File: src/rtl/alu_issue_arbiter.sv
// Round-robin issue of two requesters onto one shared combinational ALU. Holds operands for a
// per-op latency, captures dst/sro into a response register and owns the architectural SR.
module alu_issue_arbiter #(
    parameter int unsigned ALU_LAT = 1,
    parameter int unsigned MUL_LAT = 3
) (
    input  logic        clk,
    input  logic        reset,
    input  logic        req0_valid,
    output logic        req0_ready,
    input  logic [4:0]  req0_op,
    input  logic [31:0] req0_srca,
    input  logic [31:0] req0_srcb,
    input  logic        req1_valid,
    output logic        req1_ready,
    input  logic [4:0]  req1_op,
    input  logic [31:0] req1_srca,
    input  logic [31:0] req1_srcb,
    output logic        rsp_valid,
    input  logic        rsp_ready,
    output logic        rsp_id,
    output logic [31:0] rsp_dst,
    output logic [3:0]  rsp_sr,
    output logic [4:0]  alu_opMode,
    output logic [31:0] alu_srca,
    output logic [31:0] alu_srcb,
    output logic [3:0]  alu_sri,
    input  logic [31:0] alu_dst,
    input  logic [3:0]  alu_sro,
    input  logic        sr_wr_en,
    input  logic [3:0]  sr_wr_data,
    output logic [3:0]  sr
);

    localparam int unsigned MaxLat = (ALU_LAT > MUL_LAT) ? ALU_LAT : MUL_LAT;
    localparam int unsigned CntW   = (MaxLat > 1) ? $clog2(MaxLat) : 1;
    localparam logic [CntW-1:0] AluCnt = CntW'(ALU_LAT - 1);
    localparam logic [CntW-1:0] MulCnt = CntW'(MUL_LAT - 1);
    localparam logic [4:0] OpNone = 5'h00;
    localparam logic [4:0] OpMul  = 5'h03;

    typedef enum logic [1:0] {StIdle, StExec, StResp} state_t;

    state_t          state_q;
    logic [CntW-1:0] cnt_q;
    logic            ptr_q;

    logic            grant0, grant1;
    logic [4:0]      win_op;
    logic [31:0]     win_srca, win_srcb;

    // On contention the requester not named by the pointer wins.
    always_comb begin
        grant0 = 1'b0;
        grant1 = 1'b0;
        if (state_q == StIdle) begin
            if (req0_valid && req1_valid) begin
                grant0 = ptr_q;
                grant1 = ~ptr_q;
            end else begin
                grant0 = req0_valid;
                grant1 = req1_valid;
            end
        end
    end

    assign req0_ready = grant0;
    assign req1_ready = grant1;
    assign win_op     = grant1 ? req1_op   : req0_op;
    assign win_srca   = grant1 ? req1_srca : req0_srca;
    assign win_srcb   = grant1 ? req1_srcb : req0_srcb;

    always_ff @(posedge clk or negedge reset) begin
        if (!reset) begin
            state_q    <= StIdle;
            cnt_q      <= '0;
            ptr_q      <= 1'b0;
            sr         <= 4'h0;
            rsp_valid  <= 1'b0;
            rsp_id     <= 1'b0;
            rsp_dst    <= 32'h0;
            rsp_sr     <= 4'h0;
            alu_opMode <= OpNone;
            alu_srca   <= 32'h0;
            alu_srcb   <= 32'h0;
            alu_sri    <= 4'h0;
        end else begin
            unique case (state_q)
                StIdle: begin
                    if (grant0 || grant1) begin
                        alu_opMode <= win_op;
                        alu_srca   <= win_srca;
                        alu_srcb   <= win_srcb;
                        alu_sri    <= sr;
                        rsp_id     <= grant1;
                        cnt_q      <= (win_op == OpMul) ? MulCnt : AluCnt;
                        if (req0_valid && req1_valid) begin
                            ptr_q <= grant1;
                        end
                        state_q    <= StExec;
                    end
                end
                StExec: begin
                    if (cnt_q == '0) begin
                        rsp_dst    <= alu_dst;
                        rsp_sr     <= alu_sro;
                        sr         <= alu_sro;
                        rsp_valid  <= 1'b1;
                        // The ALU only evaluates on opMode changes, so park it on NONE.
                        alu_opMode <= OpNone;
                        state_q    <= StResp;
                    end else begin
                        cnt_q <= cnt_q - 1'b1;
                    end
                end
                StResp: begin
                    if (rsp_ready) begin
                        rsp_valid <= 1'b0;
                        state_q   <= StIdle;
                    end
                end
                default: state_q <= StIdle;
            endcase

            // External load beats a same-edge capture from the ALU.
            if (sr_wr_en) begin
                sr <= sr_wr_data;
            end
        end
    end

endmodule

File: config.mk
export PLATFORM = sky130hd
export DESIGN_NAME = alu_issue_arbiter
export DESIGN_NICKNAME = d
export VERILOG_FILES = /design/src/rtl/alu_issue_arbiter.sv
export SDC_FILE = /design/constraint.sdc
export NUM_CORES = 1
export LEC_CHECK = 0
export CAP_MARGIN = 0
export CORE_AREA = 2 2 116 118
export DETAILED_ROUTE_END_ITERATION = 10
export DIE_AREA = 0 0 118 120
export PLACE_DENSITY = 0.87
export SYNTH_ARGS = -nofsm -noshare
export SYNTH_HDL_FRONTEND = slang
export SYNTH_SLANG_ARGS = --single-unit
File: constraint.sdc
create_clock -name clk -period 2.75 [get_ports clk]
set_input_delay 0.55 -clock clk [delete_from_list [all_inputs] [get_ports clk]]
set_output_delay 0.55 -clock clk [all_outputs]
set_load 0.02 [all_outputs]
---- Word-level counts from Yosys, hierarchy flattened ----
Index checks and enable logic that the tools add are counted.
Widths: inputs -> output; s select.
word-level totals
  register bits ........................... 120
  latch bits .............................. 0
  RAM bits ................................ 0
  memory bits (read-only) ................. 0
  bits of input ports ..................... 184
  output and inout port bits .............. 117
  word-level logic and storage cells ...... 61
  memories kept ........................... 0
operators by class
  add/sub/neg operators ................... 1
  multiply operators ...................... 0
  divide/modulo/power cells ............... 0
  order comparisons ....................... 0
  eq/ne operators ......................... 7
  shift-type cells ........................ 0
  multiplexer cells ....................... 24
  bitwise gates (word level) .............. 1
  reductions and logical operators ........ 16
operator list
  operator             count
  $mux 32              2
  $mux 5               3
  $reduce_and 3->1     5
  $mux 2               6
  $mux 4               3
  $pmux 5 s2           1
  $reduce_bool 2->1    4
  $mux 1               6
  $ne 2x2->1 const B   3
  $pmux 2 s3           1
  $reduce_and 2->1     3
  $eq 5x2->1 const B   1
  $logic_not 2->1      2
  $pmux 2 s2           1
  $eq 2x1->1 const B   1
  $eq 2x2->1 const B   1
  $ne 2x1->1 const B   1
  $pmux 1 s2           1
  $sub 2x1->2 const B  1
  $logic_and 1x1->1    1
  $logic_or 1x1->1     1
  $not 1->1            1

---- Longest topological paths before layout ----
Gate-level depths: netlist (run 1).
  word-level depth ........................ 8
  mapped depth ............................ 6
  depth with buffers taken out ............ 6

---- Worst setup path after synthesis (run 1) ----
No wires, ideal clock.
  kind .................................... reg2out
  start point ............................. register state_q[0]
  end point ............................... output req1_ready
  arrival time ............................ 1.149 ns
  data required time ...................... 2.200 ns
  path slack .............................. 1.051 ns
  cell stages (with the launch flop) ...... 6
  path buffers ............................ 2
  cell sequence ........................... dfrtp_1 nor2_4 nand3_2 buf_12 buf_8 inv_1
between the ends
  word-level cells in the longest chain between the ends .. 2
RTL lines
  what                      line  text
  start: declaration        44    state_t state_q;
  start signal: assignment  75    state_q <= StIdle;
  start signal: assignment  100   state_q <= StExec;
  start signal: assignment  111   state_q <= StResp;
  $logic_not 2->1           56    if (state_q == StIdle) begin
  $mux 1                    56
  end: declaration          15    output logic req1_ready,
Every way passes these cells.

---- Final worst setup path (run 1) ----
  start point ............................. input req1_valid
  end point ............................... output req0_ready
between the ends
  word-level cells in the longest chain between the ends .. 3
RTL lines
  what                line  text
  start: declaration  14    input logic req1_valid,
  $logic_and 1x1->1   57    if (req0_valid && req1_valid) begin
  $mux 1              57
  $mux 1              56
  end: declaration    10    output logic req0_ready,
Every way passes these cells.

==> results of run 1 <==
==> cell usage after synthesis, drive strengths merged <==
cell type,number
nand2b,1
a21oi,3
o311ai,1
nor2,2
xnor2,1
mux2,40
nand2,81
nor4,2
buf,21
dfrtp,120
clkbuf,6
o221ai,1
o31ai,1
o21ai,75
inv,5
ha,1
and3,1
mux2i,74
nand3,4
nand3b,1
==> logic make-up after synthesis <==
| family | synth area share [%] |
|---|---|
| adder cells (fa/ha/maj) | 0.236 |
| multiplexers | 22.6 |
| XOR/XNOR | 0.165 |
| AND/OR/NAND/NOR | 7.20 |
| buffers and inverters | 5.22 |
| flip-flops | 56.7 |
| AO/OA/AOI/OAI | 7.91 |
==> final timing paths <==
kind / slack [ns] / start / end
min in group clk: 0.48 / alu_srcb[19] / alu_srcb[19]
worst max register to register: 0.70 / cnt_q[0] / rsp_dst[5]
worst min-delay path: 0.24 / reset / rsp_dst[14]
worst min register to register: 0.48 / alu_srcb[19] / alu_srcb[19]
worst max-delay path: 0.24 / req1_valid / req0_ready
max in group asynchronous: 2.04 / reset / alu_srcb[24]
==> flip-flops by register name, summed over array words and instances (netlist names) <==
signal,count
ptr_q,1
rsp_valid,1
alu_srcb,32
rsp_id,1
sr,4
state_q,2
alu_opMode,5
cnt_q,2
rsp_sr,4
alu_srca,32
rsp_dst,32
alu_sri,4
==> per-layer routing <==
layer  up-vias  routed length [um]  global-route usage (%)
met3        29                1520                    9.46
met2       210                7940                    39.6
met5         -                   0                       0
li1       2140                   -                       -
met1      2107                5390                    22.3
met4         0                 365                    9.34
==> through the flow <==
step	area [sq um]	setup slack (ns)	power, W	std cells	hold WS, ns
6_report	9030	0.241	0.0106	931	0.236
5_1_grt	9030	0.180	0.0112	931	0.283
4_1_cts	9030	0.226	0.0108	931	0.259
3_5_place_dp	8380	0.229	0.00832	899	0.475
3_3_place_gp	8380	0.243	0.00813	899	0.467
2_1_floorplan	5300	1.05	0.00595	441	0.254
==> worst max-delay path, delay by kind of cell <==
kind | cells | cell delay (ns)
AO/OA/AOI/OAI | 1 | 0.11
buffers and inverters | 3 | 1.29
==> final cells by class <==
class | count | area share [%]
clock buffer | 25 | 5.60
timing repair buffer | 309 | 34.4
clock inverter | 7 | 1.52
inverter | 5 | 0.208
multi-input combinational | 289 | 22.6
sequential | 120 | 33.3
tap | 176 | 2.44
==> power breakdown <==
part	leakage (nW)	total (W)	switching, W	internal (W)
combinational	2.39	0.00512	0.00263	0.00249
clock	0.313	0.00238	0.000750	0.00163
sequential	1.45	0.00313	0.000492	0.00264
==> impl_metrics.csv, run 1 <==
group,metric,value,unit
status,outcome,"completed",
global_route,grt_usage,22.0,%
routing,wl_per_cell,16.3,um
global_route,grt_overflow_total,0,
critical_path,critPathMostFrequentCell,"clkdlybuf4s50_1",
layout,post-route-util,69.5,%
critical_path,worstPathCellList,"clkdlybuf4s50_1 > buf_4 > a21oi_1 > clkdlybuf4s50_1",
sta,min_period_over_period,91.2,%
power_and_ir_drop,p_per_area,1180,mW/mm^2
clock_network,ctsHoldBuffers,0,
critical_path,worstPathArrival,1.96,ns
clock_network,numCtsBuffers,17,
routing,wl,15200,um
clock_network,clkTransAtPathRegs,0.05,ns
global_route,grt_pass1_wl,24200,um
placement,gp_congestion,0.797,
sta,rsz0062_at_grt,"false",
sta,finalCriticalPeriod,2.51,ns
critical_path,r2r_cells,5,
logic_synthesis,syn_inst,441,
clock_network,cts-root-buf,"clkbuf_16",
sta,finClkSkew,0.00913,ns
layout,regArea,0.00300,sq mm
clock_network,cts_tree,"built",
layout,multiInputGateArea,0.00204,sq mm
global_route,first_global_vias,4857,
layout,areaGrowthSynthToFinish,70.3,%
critical_path,start_kind,"primary input",
critical_path,crit_type,"primary input to output pin",
logic_synthesis,synthTopCellsByArea,"dfrtp_1, mux2i_1, mux2_1, o21ai_1, nand2_1",
logic_synthesis,ys_ff_latch,120,
logic_synthesis,yosys_warnings,0,
layout,fill_cells,891,
flow_run,cap_violations,0,
die,dieArea,0.0142,sq mm
clock_network,cts_setup_buffers,0,
clock_network,clk_latency,0.41,ns
layout,drive_gt1_share,6.36,%
sta,drv_slew,0,
global_route,grt_max_degree,121,
placement,place_hpwl,11500,um
critical_path,cp_slowest_cell,"clkdlybuf4s50_1",
worst_hold_path,min-delay-path-class,"primary input to asynchronous set/reset pin",
routing,first_iter_violations,247,
layout,mostFrequentLayoutCells,"clkdlybuf4s50_1, dfrtp_1, nand2_1",
logic_synthesis,syn-cell-area,0.00530,sq mm
routing,drcViolationCount,0,
routing,ant_nets,0,
logic_synthesis,yosys.area.top_type,"dfrtp_1",
sta,fmax,399,MHz
die,rows,42,
critical_path,timing.critical_path.to_type,"output pin",
layout,final_common_cell,"clkdlybuf4s50_1",
critical_path,critPathRequiredTime,2.20,ns
global_route,antenna_found_initial,0,
clock_network,ctsLongestPathBuffers,2,
sta,relSlewSlack,56.3,%
power_and_ir_drop,ir_drop,0.840,mV
clock_network,h-tree-depth,4,
routing,dr.pass1.iters,4,
logic_synthesis,syn_area_per_cell,12.0,sq um
sta,tightest_slew,0.655,ns
logic_synthesis,synthesis.nets,626,
routing,via_per_inst,4.82,
die,io_pins,301,
sta,setup_viol,0,
die,core_area,0.0130,sq mm
die,die_w,118,um
die,start_util,40.8,%
clock_network,clock_sinks,120,
logic_synthesis,ys_seq_area_share,56.7,%
logic_synthesis,ys_types,30,
sta,hold_viol_final,0,
sta,fin_tns_setup,0,ns
routing,via_count,4486,
placement,io_buffers,300,
critical_path,slowest_delay,0.63,ns
layout,layout.nets,927,
power_and_ir_drop,leakagePower,4.16,nW
critical_path,timing.critical_path.fanout_max,4,
layout,n_antenna_cell,0,
die,die_h,120,um
logic_synthesis,synth_top_cell_area_share,56.7,%
clock_network,post_cts_resized,0,
Power figures use the tool's default switching activity.
==> run 2: changes to the inputs <==
PLACE_DENSITY = not set   (was 0.87)
PLACE_DENSITY_LB_ADDON = 0.25   (was not set)
==> impl_metrics.csv, run 2 (synthesis results as in run 1) <==
group,metric,value,unit
status,outcome,"completed",
critical_path,timing.critical_path.fanout_max,5,
clock_network,numCtsBuffers,17,
power_and_ir_drop,swShare,36.9,%
sta,drv_slew,0,
layout,final_common_cell,"clkdlybuf4s50_1",
clock_network,clk_latency,0.41,ns
layout,areaGrowthSynthToFinish,69.7,%
power_and_ir_drop,p_int,0.00657,W
critical_path,start_kind,"primary input",
layout,design_area,0.00899,sq mm
layout,n_antenna_cell,0,
power_and_ir_drop,p_per_area,1160,mW/mm^2
clock_network,cts_setup_buffers,0,
routing,via_per_inst,4.82,
die,die_w,118,um
die,io_pins,301,
global_route,grt_pass1_wl,24600,um
sta,setup_viol,0,
global_route,grt_overflow_total,0,
critical_path,worstPathArrival,2.00,ns
sta,min_period_over_period,92.8,%
power_and_ir_drop,pwr-share-seq,29.7,%
power_and_ir_drop,clkPwrFrac,20.8,%
placement,dp_slack,0.192,ns
routing,dr.pass1.iters,4,
clock_network,clock_sinks,120,
sta,fin_tns_setup,0,ns
placement,gp_congestion,0.774,
critical_path,critPathRequiredTime,2.20,ns
layout,biggestRegsByFlops,"alu_srca x32, alu_srcb x32, rsp_dst x32",
power_and_ir_drop,ir_drop,0.817,mV
clock_network,clkTransAtPathRegs,0.05,ns
power_and_ir_drop,pwr-share-comb,49.5,%
die,die_h,120,um
placement,post_dp_cell_area,0.00841,sq mm
placement,io_buffers,300,
clock_network,ctsLongestPathBuffers,2,
die,rows,42,
sta,layout_setup_ws,0.198,ns
critical_path,crit_type,"primary input to output pin",
sta,finClkSkew,0.00694,ns
placement,place_hpwl,11900,um
global_route,grt_max_degree,79,
routing,drcViolationCount,0,
clock_network,h-tree-depth,4,
sta,fmax,392,MHz
die,start_util,40.8,%
critical_path,timing.critical_path.to_type,"output pin",
layout,drive_gt1_share,6.36,%
die,core_area,0.0130,sq mm
global_route,first_global_vias,4754,
layout,post-route-util,69.3,%
layout,mostFrequentLayoutCells,"clkdlybuf4s50_1, dfrtp_1, nand2_1",
routing,ant_nets,0,
routing,wl_per_cell,16.8,um
clock_network,ctsHoldBuffers,0,
sta,finalCriticalPeriod,2.55,ns
global_route,antenna_found_initial,0,
power_and_ir_drop,total_power,0.0104,W
layout,layout.nets,927,
clock_network,post_cts_resized,0,
sta,tightest_slew,0.551,ns
sta,relSlewSlack,63.3,%
routing,wl,15600,um
routing,first_iter_violations,261,
worst_hold_path,min-delay-path-class,"primary input to asynchronous set/reset pin",
die,dieArea,0.0142,sq mm
sta,hold_viol_final,0,
power_and_ir_drop,p_switching,0.00385,W
clock_network,cts-root-buf,"clkbuf_16",
routing,via_count,4485,
clock_network,cts_tree,"built",
power_and_ir_drop,leakagePower,4.15,nW
global_route,grt_usage,22.5,%
flow_run,cap_violations,0,
sta,rsz0062_at_grt,"false",
==> run 2: cell count changes in the layout (fill, tap and decap cells not counted) <==
cell / change
clkinv_2: +3
clkbuf_8: -1
clkinvlp_4: -1
buf_4: -2
clkinv_4: +1
bufinv_16: -2
buf_12: +2
==> run 2: area by class of cell <==
type | instances | area (sq um)
Clock inverter | 8 | 93.8
Sequential cell | 120 | 3000
Clock buffer | 24 | 492
Fill cell | 980 | 3990
Timing Repair Buffer | 309 | 3130
Inverter | 5 | 18.8
Multi-Input combinational cell | 289 | 2040
Tap cell | 176 | 220
==> run 2: critical path, cell delays in order <==
cell and delay (ns):
clkdlybuf4s50_1 0.51, nand2_1 0.15, nand3_4 0.11, inv_1 0.08, clkdlybuf4s50_1 0.60
==> run 2: final timing paths <==
check	start	end	slack, ns	cells past startpoint
max in group asynchronous	reset	rsp_dst[9]	2.31	2
worst max-delay path	req0_valid	req1_ready	0.20	5
min in group clk	rsp_id	rsp_id	0.48	2
worst min register to register	rsp_id	rsp_id	0.48	2
worst max register to register	state_q[0]	cnt_q[1]	0.92	5
worst min-delay path	reset	alu_srca[18]	0.15	2
==> run 2: per-layer routing <==
| metal | part of all wire, % | global-route usage, % |
|---|---|---|
| met5 | 0 | 0 |
| met4 | 3.7 | 11.3 |
| met3 | 9.9 | 9.79 |
| met2 | 50 | 38.9 |
| met1 | 36 | 23.2 |
==> run 2: power by group through the flow <==
stage | Combinational [W] | Clock [W] | Sequential (W)
floorplan | 0.00184 | 0 | 0.00411
global placement | 0.00510 | 0 | 0.00307
detailed placement | 0.00521 | 0 | 0.00312
CTS | 0.00523 | 0.00221 | 0.00311
global route | 0.00550 | 0.00231 | 0.00321
finish | 0.00516 | 0.00216 | 0.00310
==> run 2: stage by stage <==
stage | instances | hold slack (ns)
2_1_floorplan | 441 | 0.254
3_3_place_gp | 899 | 0.466
3_5_place_dp | 899 | 0.467
4_1_cts | 931 | 0.147
5_1_grt | 931 | 0.168
6_report | 931 | 0.151
